<file path="src/rtl/gray_sync_decoder.sv">
// gray_sync_decoder
// Brings a free-running Gray up-count from a foreign clock domain into the
// local domain. It synchronises the count, converts it to binary and checks
// that every observed change is a single +1 step. Accepted steps produce
// inc_pulse, and wrap_pulse when the count rolls over to zero. Any illegal
// change latches a fault until clear_err is seen.
//
// Optional feature macro: GRAY_ERR_CNT_EN
//   defined   -> 8-bit saturating count of fault entries on err_cnt
//                (cleared only by reset)
//   undefined -> err_cnt is tied to zero
//
// SYNC_STAGES is expected to be in the range 2..4.

module gray_sync_decoder #(
  parameter int WIDTH       = 4,
  parameter int SYNC_STAGES = 2
) (
  input  logic             clk,
  input  logic             reset,
  input  logic [WIDTH-1:0] gray_in,
  input  logic             clear_err,
  output logic [WIDTH-1:0] bin_out,
  output logic             bin_valid,
  output logic             inc_pulse,
  output logic             wrap_pulse,
  output logic             err,
  output logic [7:0]       err_cnt
);

  // Width of the popcount of the Gray difference (0..WIDTH)
  localparam int PW = $clog2(WIDTH + 1);
  // Width of the INIT fill counter (0..SYNC_STAGES)
  localparam int CW = $clog2(SYNC_STAGES + 1);

  typedef enum logic [1:0] {
    S_INIT  = 2'd0,
    S_TRACK = 2'd1,
    S_FAULT = 2'd2
  } state_t;

  // Gray-to-binary: the MSB passes through and each lower bit is the XOR
  // of the binary bit above it with its own Gray bit.
  function automatic logic [WIDTH-1:0] grayToBin(input logic [WIDTH-1:0] g);
    logic [WIDTH-1:0] b;
    b = '0;
    b[WIDTH-1] = g[WIDTH-1];
    for (int i = WIDTH - 2; i >= 0; i--) begin
      b[i] = b[i+1] ^ g[i];
    end
    return b;
  endfunction

  logic [WIDTH-1:0] r_sync [SYNC_STAGES];
  logic [WIDTH-1:0] r_gPrev;
  logic [WIDTH-1:0] r_bin;
  logic             r_valid;
  logic             r_inc;
  logic             r_wrap;
  logic             r_err;
  logic [CW-1:0]    r_fill;
  state_t           r_state;

  logic [WIDTH-1:0] w_gS;
  logic [WIDTH-1:0] w_binS;
  logic [WIDTH-1:0] w_binPrev;
  logic [WIDTH-1:0] w_diff;
  logic [WIDTH-1:0] w_delta;
  logic [PW-1:0]    w_popcnt;
  logic             w_noChange;
  logic             w_legalInc;
  logic             w_illegal;

  state_t           w_stateNext;
  logic [CW-1:0]    w_fillNext;
  logic [WIDTH-1:0] w_gPrevNext;
  logic [WIDTH-1:0] w_binNext;
  logic             w_validNext;
  logic             w_incNext;
  logic             w_wrapNext;
  logic             w_errNext;

  // Synchroniser chain; only the final stage is allowed downstream.
  always_ff @(posedge clk or posedge reset) begin
    if (reset) begin
      for (int i = 0; i < SYNC_STAGES; i++) begin
        r_sync[i] <= '0;
      end
    end else begin
      r_sync[0] <= gray_in;
      for (int i = 1; i < SYNC_STAGES; i++) begin
        r_sync[i] <= r_sync[i-1];
      end
    end
  end

  assign w_gS      = r_sync[SYNC_STAGES-1];
  assign w_binS    = grayToBin(w_gS);
  assign w_binPrev = grayToBin(r_gPrev);
  assign w_diff    = w_gS ^ r_gPrev;
  assign w_delta   = w_binS - w_binPrev;

  // Count how many Gray bits changed since the last accepted value.
  always_comb begin
    w_popcnt = '0;
    for (int i = 0; i < WIDTH; i++) begin
      w_popcnt = w_popcnt + {{(PW-1){1'b0}}, w_diff[i]};
    end
  end

  // A legal step flips exactly one bit and advances the binary value by one;
  // a single-bit flip that goes backwards, or any multi-bit jump, is illegal.
  assign w_noChange = (w_popcnt == PW'(0));
  assign w_legalInc = (w_popcnt == PW'(1)) && (w_delta == WIDTH'(1));
  assign w_illegal  = !w_noChange && !w_legalInc;

  // FSM state and datapath registers; all outputs come straight from here.
  always_ff @(posedge clk or posedge reset) begin
    if (reset) begin
      r_state <= S_INIT;
      r_fill  <= '0;
      r_gPrev <= '0;
      r_bin   <= '0;
      r_valid <= 1'b0;
      r_inc   <= 1'b0;
      r_wrap  <= 1'b0;
      r_err   <= 1'b0;
    end else begin
      r_state <= w_stateNext;
      r_fill  <= w_fillNext;
      r_gPrev <= w_gPrevNext;
      r_bin   <= w_binNext;
      r_valid <= w_validNext;
      r_inc   <= w_incNext;
      r_wrap  <= w_wrapNext;
      r_err   <= w_errNext;
    end
  end

  // Next-state and next-output decode. INIT lets the synchroniser fill
  // before taking a baseline; TRACK accepts +1 steps; FAULT waits for
  // clear_err and then re-baselines through INIT.
  always_comb begin
    w_stateNext = r_state;
    w_fillNext  = r_fill;
    w_gPrevNext = r_gPrev;
    w_binNext   = r_bin;
    w_validNext = 1'b0;
    w_incNext   = 1'b0;
    w_wrapNext  = 1'b0;
    w_errNext   = 1'b0;
    unique case (r_state)
      S_INIT: begin
        if (r_fill == CW'(SYNC_STAGES)) begin
          w_gPrevNext = w_gS;
          w_binNext   = w_binS;
          w_validNext = 1'b1;
          w_stateNext = S_TRACK;
        end else begin
          w_fillNext = r_fill + CW'(1);
        end
      end
      S_TRACK: begin
        w_validNext = 1'b1;
        if (w_legalInc) begin
          w_gPrevNext = w_gS;
          w_binNext   = w_binS;
          w_incNext   = 1'b1;
          w_wrapNext  = (w_binS == '0);
        end else if (w_illegal) begin
          w_validNext = 1'b0;
          w_errNext   = 1'b1;
          w_stateNext = S_FAULT;
        end
      end
      S_FAULT: begin
        w_errNext = 1'b1;
        if (clear_err) begin
          w_errNext   = 1'b0;
          w_fillNext  = '0;
          w_stateNext = S_INIT;
        end
      end
      default: begin
        w_fillNext  = '0;
        w_stateNext = S_INIT;
      end
    endcase
  end

`ifdef GRAY_ERR_CNT_EN
  logic       w_faultEntry;
  logic [7:0] r_errCnt;

  assign w_faultEntry = (r_state == S_TRACK) && w_illegal;

  // Saturating count of fault entries; clear_err deliberately leaves it alone.
  always_ff @(posedge clk or posedge reset) begin
    if (reset) begin
      r_errCnt <= 8'd0;
    end else if (w_faultEntry && (r_errCnt != 8'hFF)) begin
      r_errCnt <= r_errCnt + 8'd1;
    end
  end

  assign err_cnt = r_errCnt;
`else
  assign err_cnt = 8'd0;
`endif

  assign bin_out    = r_bin;
  assign bin_valid  = r_valid;
  assign inc_pulse  = r_inc;
  assign wrap_pulse = r_wrap;
  assign err        = r_err;

endmodule

</file>
<file path="config.mk">
export PLATFORM = sky130hd
export DESIGN_NAME = gray_sync_decoder
export DESIGN_NICKNAME = d
export VERILOG_FILES = /design/src/rtl/gray_sync_decoder.sv
export SDC_FILE = /design/constraint.sdc
export NUM_CORES = 1
export LEC_CHECK = 0
export BUFFER_PORTS_ARGS = -buffer_cell sky130_fd_sc_hd__buf_2
export CORE_MARGIN = 2
export CORE_UTILIZATION = 30
export CTS_CLUSTER_SIZE = 30
export DETAILED_ROUTE_END_ITERATION = 7
export PLACE_DENSITY = 0.52
export SLEW_MARGIN = 25
export SYNTH_ARGS = -nofsm -noshare
export SYNTH_HDL_FRONTEND = slang
export SYNTH_SLANG_ARGS = --single-unit
</file>
<file path="constraint.sdc">
create_clock -name clk -period 8.45 [get_ports clk]
set_input_delay 0.845 -clock clk [delete_from_list [all_inputs] [get_ports clk]]
set_output_delay 0.845 -clock clk [all_outputs]
set_load 0.02 [all_outputs]
</file>
==> results.md, run 1 <==
* Num rows at 24
* Core ar. at 0.00438 mm2
* Total GRT Usage at 0.112
* Initial Util at 0.315
* Slew HR at 0.426
* Synthesized cell area at 0.00138 mm2
* Antenna diodes at 0
* Final WS setup at 5.10 ns
* Max-Cap Viols at 0
* Psw at 0.000263 W
* PwrDens at 379 mW/mm2
* Hpwl dp at 2.02 mm
* Placed cells at 199
* Endpoint class of the critical path: flip-flop
* Wl on met1 at 1.25 mm
* Ordered cell list for the critical path: inv_1 -> ha_1 -> xnor2_1 -> ha_1 -> inv_1 -> ha_1 -> fa_1 -> xor2_1 -> nand3_1 -> o31ai_2 -> a21oi_1 -> mux2_1
* Crit-path leading delay family: adder cells
* Number of synthesized flops with an enable pin at 0
* Clock share of power at 0.123
* Postcts setup bufs at 0
* Cts hold-fix bufs at 0
* CTS-repair resized insts at 0
* Min cycle time layout at 3.35 ns
* Post-synthesis to final-layout area growth at 9.24%
* Detailed Route WL at 2.65 mm
* Critical Path AT at 3.51 ns
* Num CTS Buffers at 3
* Worst path required time at 8.60 ns
* Hold Vio Cnt, Final at 0
* Netlist cell types at 38
* Final setup TNS at 0 ns
* Setup Crit Path Kind: flip-flop to flip-flop
* Met2 WL at 1.20 mm
* Clk pin slew, worst setup/hold paths at 0.08 ns
* Leakage at 0.741 nW
* I/O Buffers at 14
* Most frequent cells in the layout: dfrtp_1 (23), inv_1 (19), buf_2 (14)
* Largest net degree at the start of global routing at 24
* ANT nets after route at 0
* Sequential cell area at 576 um2
* Maximum vdd drop at 0.000104 V
* Filler Cell Count at 462
* Fin crit share at 0.397
* Htree depth at 1
* Startpoint Class: flip-flop
* Syn Inst Count at 138
* Final Slew Violations at 0
* First-pass GRT wire length at 4.48 mm
* Power Internal at 0.000309 W
* Worst skew pair latency at 0.26 ns
* Sw Share at 0.460
* Vias in the first global route at 944
* Status: complete, no violations
* Residual DRC at 0
* CTS Sinks at 23
* Via count at 1,002
* Gate power share at 0.602
* Layout Cells excl Fill at 203
* IO Pins at 23
* Detailed Routing Iterations Pass 1 at 4
* CTS root buffer: clkbuf_8
* Die W at 71.9 um
* Chip height at 71.9 um
* Placer congestion estimate at 0.848
* Seq/Total Area, Yosys at 0.417
* Global route overflow at 0
* Final setup viols at 0
* Setup WS pre-CTS at 5.10 ns
* CTS Buffer Depth at 2
* Per-cell routed wire length at 13.1 um
* CP bufs+invs at 2
* Multi-input gate area at 678 um2
* Vias per cell at 4.94
* Initial antenna violation count at 0
* Hold Path Class: flip-flop to flip-flop
* Cell mode on critical path: ha_1
* CTS tree: done
* Critical Path Fanout Max at 4
* Uppermost layer routed: met4
* #FFs+latches synth at 23
* Fmax at 298 MHz
* RSZ-0062 raised after global routing: no
* Ys Warns at 0
* Nets at 172
* Worst-Margin Slew at 0.860 ns
* Crit-path slowest cell: dfrtp_1
* Most common cell after layout, fill and taps aside: dfrtp_1
* Layout cells sized above 1 at 0.146
* Die area at 0.00516 mm2
* Avg Inst Size Synth at 10.0 um2
* Clock skew at 0.00362 ns
* Reg power frac at 0.275
* Main flop type after synthesis: dfrtp_1
* Async SR Flop Fraction at 1.00
* Met3 WL at 183 um
* Crit path largest cell delay at 0.43 ns
* DRT iter0 DRCs at 59
## worst paths after layout
| kind | startpoint | to | slack (ns) | cells after the start |
|---|---|---|---|---|
| min in group asynchronous | reset | r_sync[5]$_DFF_PP0_ | 0.74 | 2 |
| worst min register to register | r_sync[7]$_DFF_PP0_ | w_gS[3]$_DFF_PP0_ | 0.35 | 0 |
| worst min-delay path | r_sync[7]$_DFF_PP0_ | w_gS[3]$_DFF_PP0_ | 0.35 | 0 |
| worst max register to register | w_gS[3]$_DFF_PP0_ | r_state[0]$_DFFE_PP0P_ | 5.10 | 12 |
| worst max-delay path | w_gS[3]$_DFF_PP0_ | r_state[0]$_DFFE_PP0P_ | 5.10 | 12 |
| max in group asynchronous | reset | r_gPrev[3]$_DFFE_PP0P_ | 7.18 | 2 |
## metal layers
| layer | track usage | vias up |
|---|---|---|
| met3 | 0.0225 | 4 |
| met1 | 0.157 | 469 |
| met2 | 0.163 | 42 |
| li1 | - | 487 |
| met4 | 0.0587 | 0 |
| met5 | 0 | - |
## state kept, by name, indices dropped and copies added (netlist names)
signal	flops
r_state	2
w_gS	4
r_gPrev	4
inc_pulse	1
bin_out	3
bin_valid	1
err	1
r_fill	2
wrap_pulse	1
r_sync	4
## area by class of cell
type / instances / area share
clock buffer: 4 / 0.0299
sequential: 23 / 0.381
multi-input combinational: 90 / 0.449
timing repair buffer: 14 / 0.0464
tap: 52 / 0.0431
inverter: 20 / 0.0498
## per-stage QoR
| stage | hold WS [ns] | total power, W | cell area [um2] | util |
|---|---|---|---|---|
| floorplan | 0.331 | 0.000432 | 1410 | - |
| global placement | 0.334 | 0.000495 | 1460 | 0.334 |
| detailed placement | 0.335 | 0.000506 | 1460 | 0.334 |
| CTS | 0.354 | 0.000577 | 1510 | 0.344 |
| global route | 0.369 | 0.000629 | 1510 | 0.344 |
| finish | 0.352 | 0.000572 | 1510 | 0.344 |
## logic make-up after synthesis
group / share of synthesized area
AND/OR/NAND/NOR: 0.131
adder cells (fa/ha/maj): 0.129
flip-flops: 0.417
buffers and inverters: 0.111
XOR/XNOR: 0.0571
multiplexers: 0.00815
AO/OA/AOI/OAI: 0.144
other: 0.00271
## cell usage after synthesis, types with 2 or more instances
cell,count,area (um2)
xor2_1,2,17.5
nand2_1,8,30.0
o211ai_1,2,15.0
ha_1,11,138
inv_1,19,71.3
o21ai_0,3,15.0
fa_1,2,40.0
dfrtp_1,23,576
buf_4,9,67.6
a222oi_1,4,40.0
clkbuf_1,3,11.3
a21oi_1,7,35.0
o22ai_1,4,25.0
nand2b_1,4,25.0
nor2_1,3,11.3
and3_1,2,12.5
nand3_1,3,15.0
xnor2_1,7,61.3
nand4_1,3,18.8
## power by group through the flow
stage	registers [W]	logic [W]	clock network, W
global placement	0.000159	0.000336	0
finish	0.000157	0.000344	0.0000701
floorplan	0.000164	0.000268	0
CTS	0.000158	0.000346	0.0000721
detailed placement	0.000160	0.000345	0
global route	0.000162	0.000391	0.0000758
Note: power is estimated with default switching activity, not from simulation.
==> inputs of run 2 (changes only) <==
--- a/config.mk
+++ b/config.mk
@@ -10,7 +10,7 @@
 export CORE_UTILIZATION = 30
 export CTS_CLUSTER_SIZE = 30
 export DETAILED_ROUTE_END_ITERATION = 7
-export PLACE_DENSITY = 0.52
+export PLACE_DENSITY = 0.54
 export SLEW_MARGIN = 25
 export SYNTH_ARGS = -nofsm -noshare
 export SYNTH_HDL_FRONTEND = slang
==> constraint.sdc (replaced) <==
create_clock -name clk -period 2.8 [get_ports clk]
set_input_delay 0.28 -clock clk [delete_from_list [all_inputs] [get_ports clk]]
set_output_delay 0.28 -clock clk [all_outputs]
set_load 0.02 [all_outputs]
==> results.md, run 2 (same netlist as run 1, synthesis figures left out) <==
* Nets at 192 (+12%)
* Worst skew pair latency at 0.27 ns (about the same)
* Status: complete, but fails checks
* Critical Path AT at 3.03 ns (-0.48 ns)
* Largest net degree at the start of global routing at 24 (unchanged)
* PwrDens at 1230 mW/mm2 (+220%)
* First-pass GRT wire length at 5.14 mm (+15%)
* Final Slew Violations at 0 (unchanged)
* Setup WS pre-CTS at -0.212 ns (-5.31 ns)
* Fmax at 348 MHz (+17%)
* Htree depth at 1 (unchanged)
* Psw at 0.00102 W (+290%)
* Final setup TNS at -0.195 ns (-0.195 ns)
* ANT nets after route at 0 (unchanged)
* Fin crit share at 1.03 (+0.630)
* Hpwl dp at 2.33 mm (+15%)
* Reg power frac at 0.206 (-0.069)
* Most frequent cells in the layout: dfrtp_1 (21), buf_4 (19), inv_1 (15)
* Final setup viols at 6 (+6)
* Met2 Usage GRT at 0.218 (+0.0556)
* Residual DRC at 0 (unchanged)
* Max-Cap Viols at 0 (unchanged)
* Post-synthesis to final-layout area growth at 34.9%
* Leakage at 0.880 nW (+19%)
* Slew HR at 0.445 (+0.0192)
* DRT iter0 DRCs at 45 (-24%)
* Clock skew at 0.00293 ns (-0.000692 ns)
* Clock share of power at 0.092 (-0.031)
* Via count at 1,091 (+8.9%)
* Vias per cell at 4.89 (-0.88%)
* Detailed Route WL at 3.07 mm (+16%)
* Antenna diodes at 0 (unchanged)
* Detailed Routing Iterations Pass 1 at 4 (unchanged)
* Endpoint class of the critical path: flip-flop
* GR Util met3 at 0.0323 (+0.00985)
* Num rows at 24 (unchanged)
* IO Pins at 23 (unchanged)
* Cts hold-fix bufs at 0 (unchanged)
* DP Area at 0.00167 mm2 (+14%)
* Placed cells at 215 (+8.0%)
* Power Internal at 0.00128 W (+310%)
* Critical Path Fanout Max at 3 (-1)
* RSZ-0062 raised after global routing: yes
* Maximum vdd drop at 0.000464 V (+350%)
* Design Power at 0.00229 W (+300%)
* Setup Crit Path Kind: flip-flop to flip-flop
* Most common cell after layout, fill and taps aside: dfrtp_1
* Gate power share at 0.701 (+0.099)
* I/O Buffers at 14 (unchanged)
* Hold Path Class: primary input to async pin
* Top Usage Layer GRT: met2
* Startpoint Class: flip-flop
* Die area at 0.00516 mm2 (unchanged)
* CTS tree: done
* CTS Buffer Depth at 2 (unchanged)
* Die W at 71.9 um (unchanged)
* Core ar. at 0.00438 mm2 (unchanged)
* Per-cell routed wire length at 13.8 um (+5.2%)
* Fin area at 0.00186 mm2 (+23%)
* Sw Share at 0.444 (-0.0157)
* Chip height at 71.9 um (unchanged)
* CTS Sinks at 23 (unchanged)
* Placer congestion estimate at 0.798 (-5.8%)
* Global route overflow at 0 (unchanged)
* Vias in the first global route at 1,095 (+16%)
* Worst path required time at 2.96 ns (-5.64 ns)
* Min cycle time layout at 2.88 ns (-0.479 ns)
* Layout cells sized above 1 at 0.392 (+0.246)
* Total GRT Usage at 0.129 (+0.0169)
* Hold Vio Cnt, Final at 0 (unchanged)
* Initial Util at 0.315 (unchanged)
* Failing checks: negative setup slack
* Worst-Margin Slew at 0.827 ns (-0.0330 ns)
* Final WS setup at -0.0762 ns (-5.17 ns)
* GR Layer Usage met1 at 0.163 (+0.00548)
* Num CTS Buffers at 3 (unchanged)
* Initial antenna violation count at 0 (unchanged)
* Clk pin slew, worst setup/hold paths at 0.09 ns (about the same)
* CTS root buffer: clkbuf_8
* Layout Cells excl Fill at 223 (+9.9%)
[run 2: critical path, cell delays in order (launching register included)]
cell and delay [ns]:
dfrtp_2 0.45, inv_2 0.07, ha_4 0.21, xnor2_4 0.15
ha_4 0.29, inv_4 0.04, ha_4 0.15, fa_2 0.35
xor2_2 0.18, nand3_4 0.12, o31ai_4 0.33, a21oi_2 0.10
mux2_4 0.31
[run 2: cell type report]
cell class	count	area [um2]
clock buffers	3	41.3
repair buffers	34	224
well taps	52	65.1
clock inverters	1	7.51
inverters	20	77.6
multi-input cells	90	870
fillers	413	2520
flip-flops and latches	23	578
[run 2: path summary, 6_finish.rpt]
path / start / end / slack [ns] / cells after the start
min reg2reg: r_sync[6]$_DFF_PP0_ / w_gS[2]$_DFF_PP0_ / 0.35 / 0
max in group asynchronous: reset / w_gS[1]$_DFF_PP0_ / 2.32 / 2
max: w_gS[3]$_DFF_PP0_ / r_state[0]$_DFFE_PP0P_ / -0.08 / 12
min in group clk: gray_in[3] / r_sync[7]$_DFF_PP0_ / 0.11 / 1
min: reset / r_state[0]$_DFFE_PP0P_ / 0.06 / 2
max reg2reg: w_gS[3]$_DFF_PP0_ / r_state[0]$_DFFE_PP0P_ / -0.08 / 12
[run 2: repair_timing]
item / CTS / global route
setup endpoints to repair: 10 / 10
buffers inserted: 2 / 2
pin swaps: 11 / 8
resized for setup: 13 / 7
endpoints found under the hold margin: 0 / 0
gates cloned: 0 / 0
[run 2: through the flow]
step / utilization / hold WS [ns]
6_report: 0.425 / 0.0634
5_1_grt: 0.425 / 0.100
4_1_cts: 0.414 / 0.104
3_5_place_dp: 0.380 / 0.336
3_3_place_gp: 0.380 / 0.333
2_1_floorplan: - / 0.282
[run 2: power by group through the flow]
stage	registers, W	clock network (W)	logic, W
finish	0.000473	0.000212	0.00161
global route	0.000485	0.000234	0.00176
CTS	0.000469	0.000223	0.00153
detailed placement	0.000468	0	0.00138
global placement	0.000464	0	0.00135
floorplan	0.000496	0	0.00100
[run 2: metal layers]
metal,vias up,wire [um],part of all wire
met4,0,50,0.016
met5,-,0,0
met2,43,1480,0.48
li1,523,-,-
met3,6,172,0.056
met1,519,1370,0.45
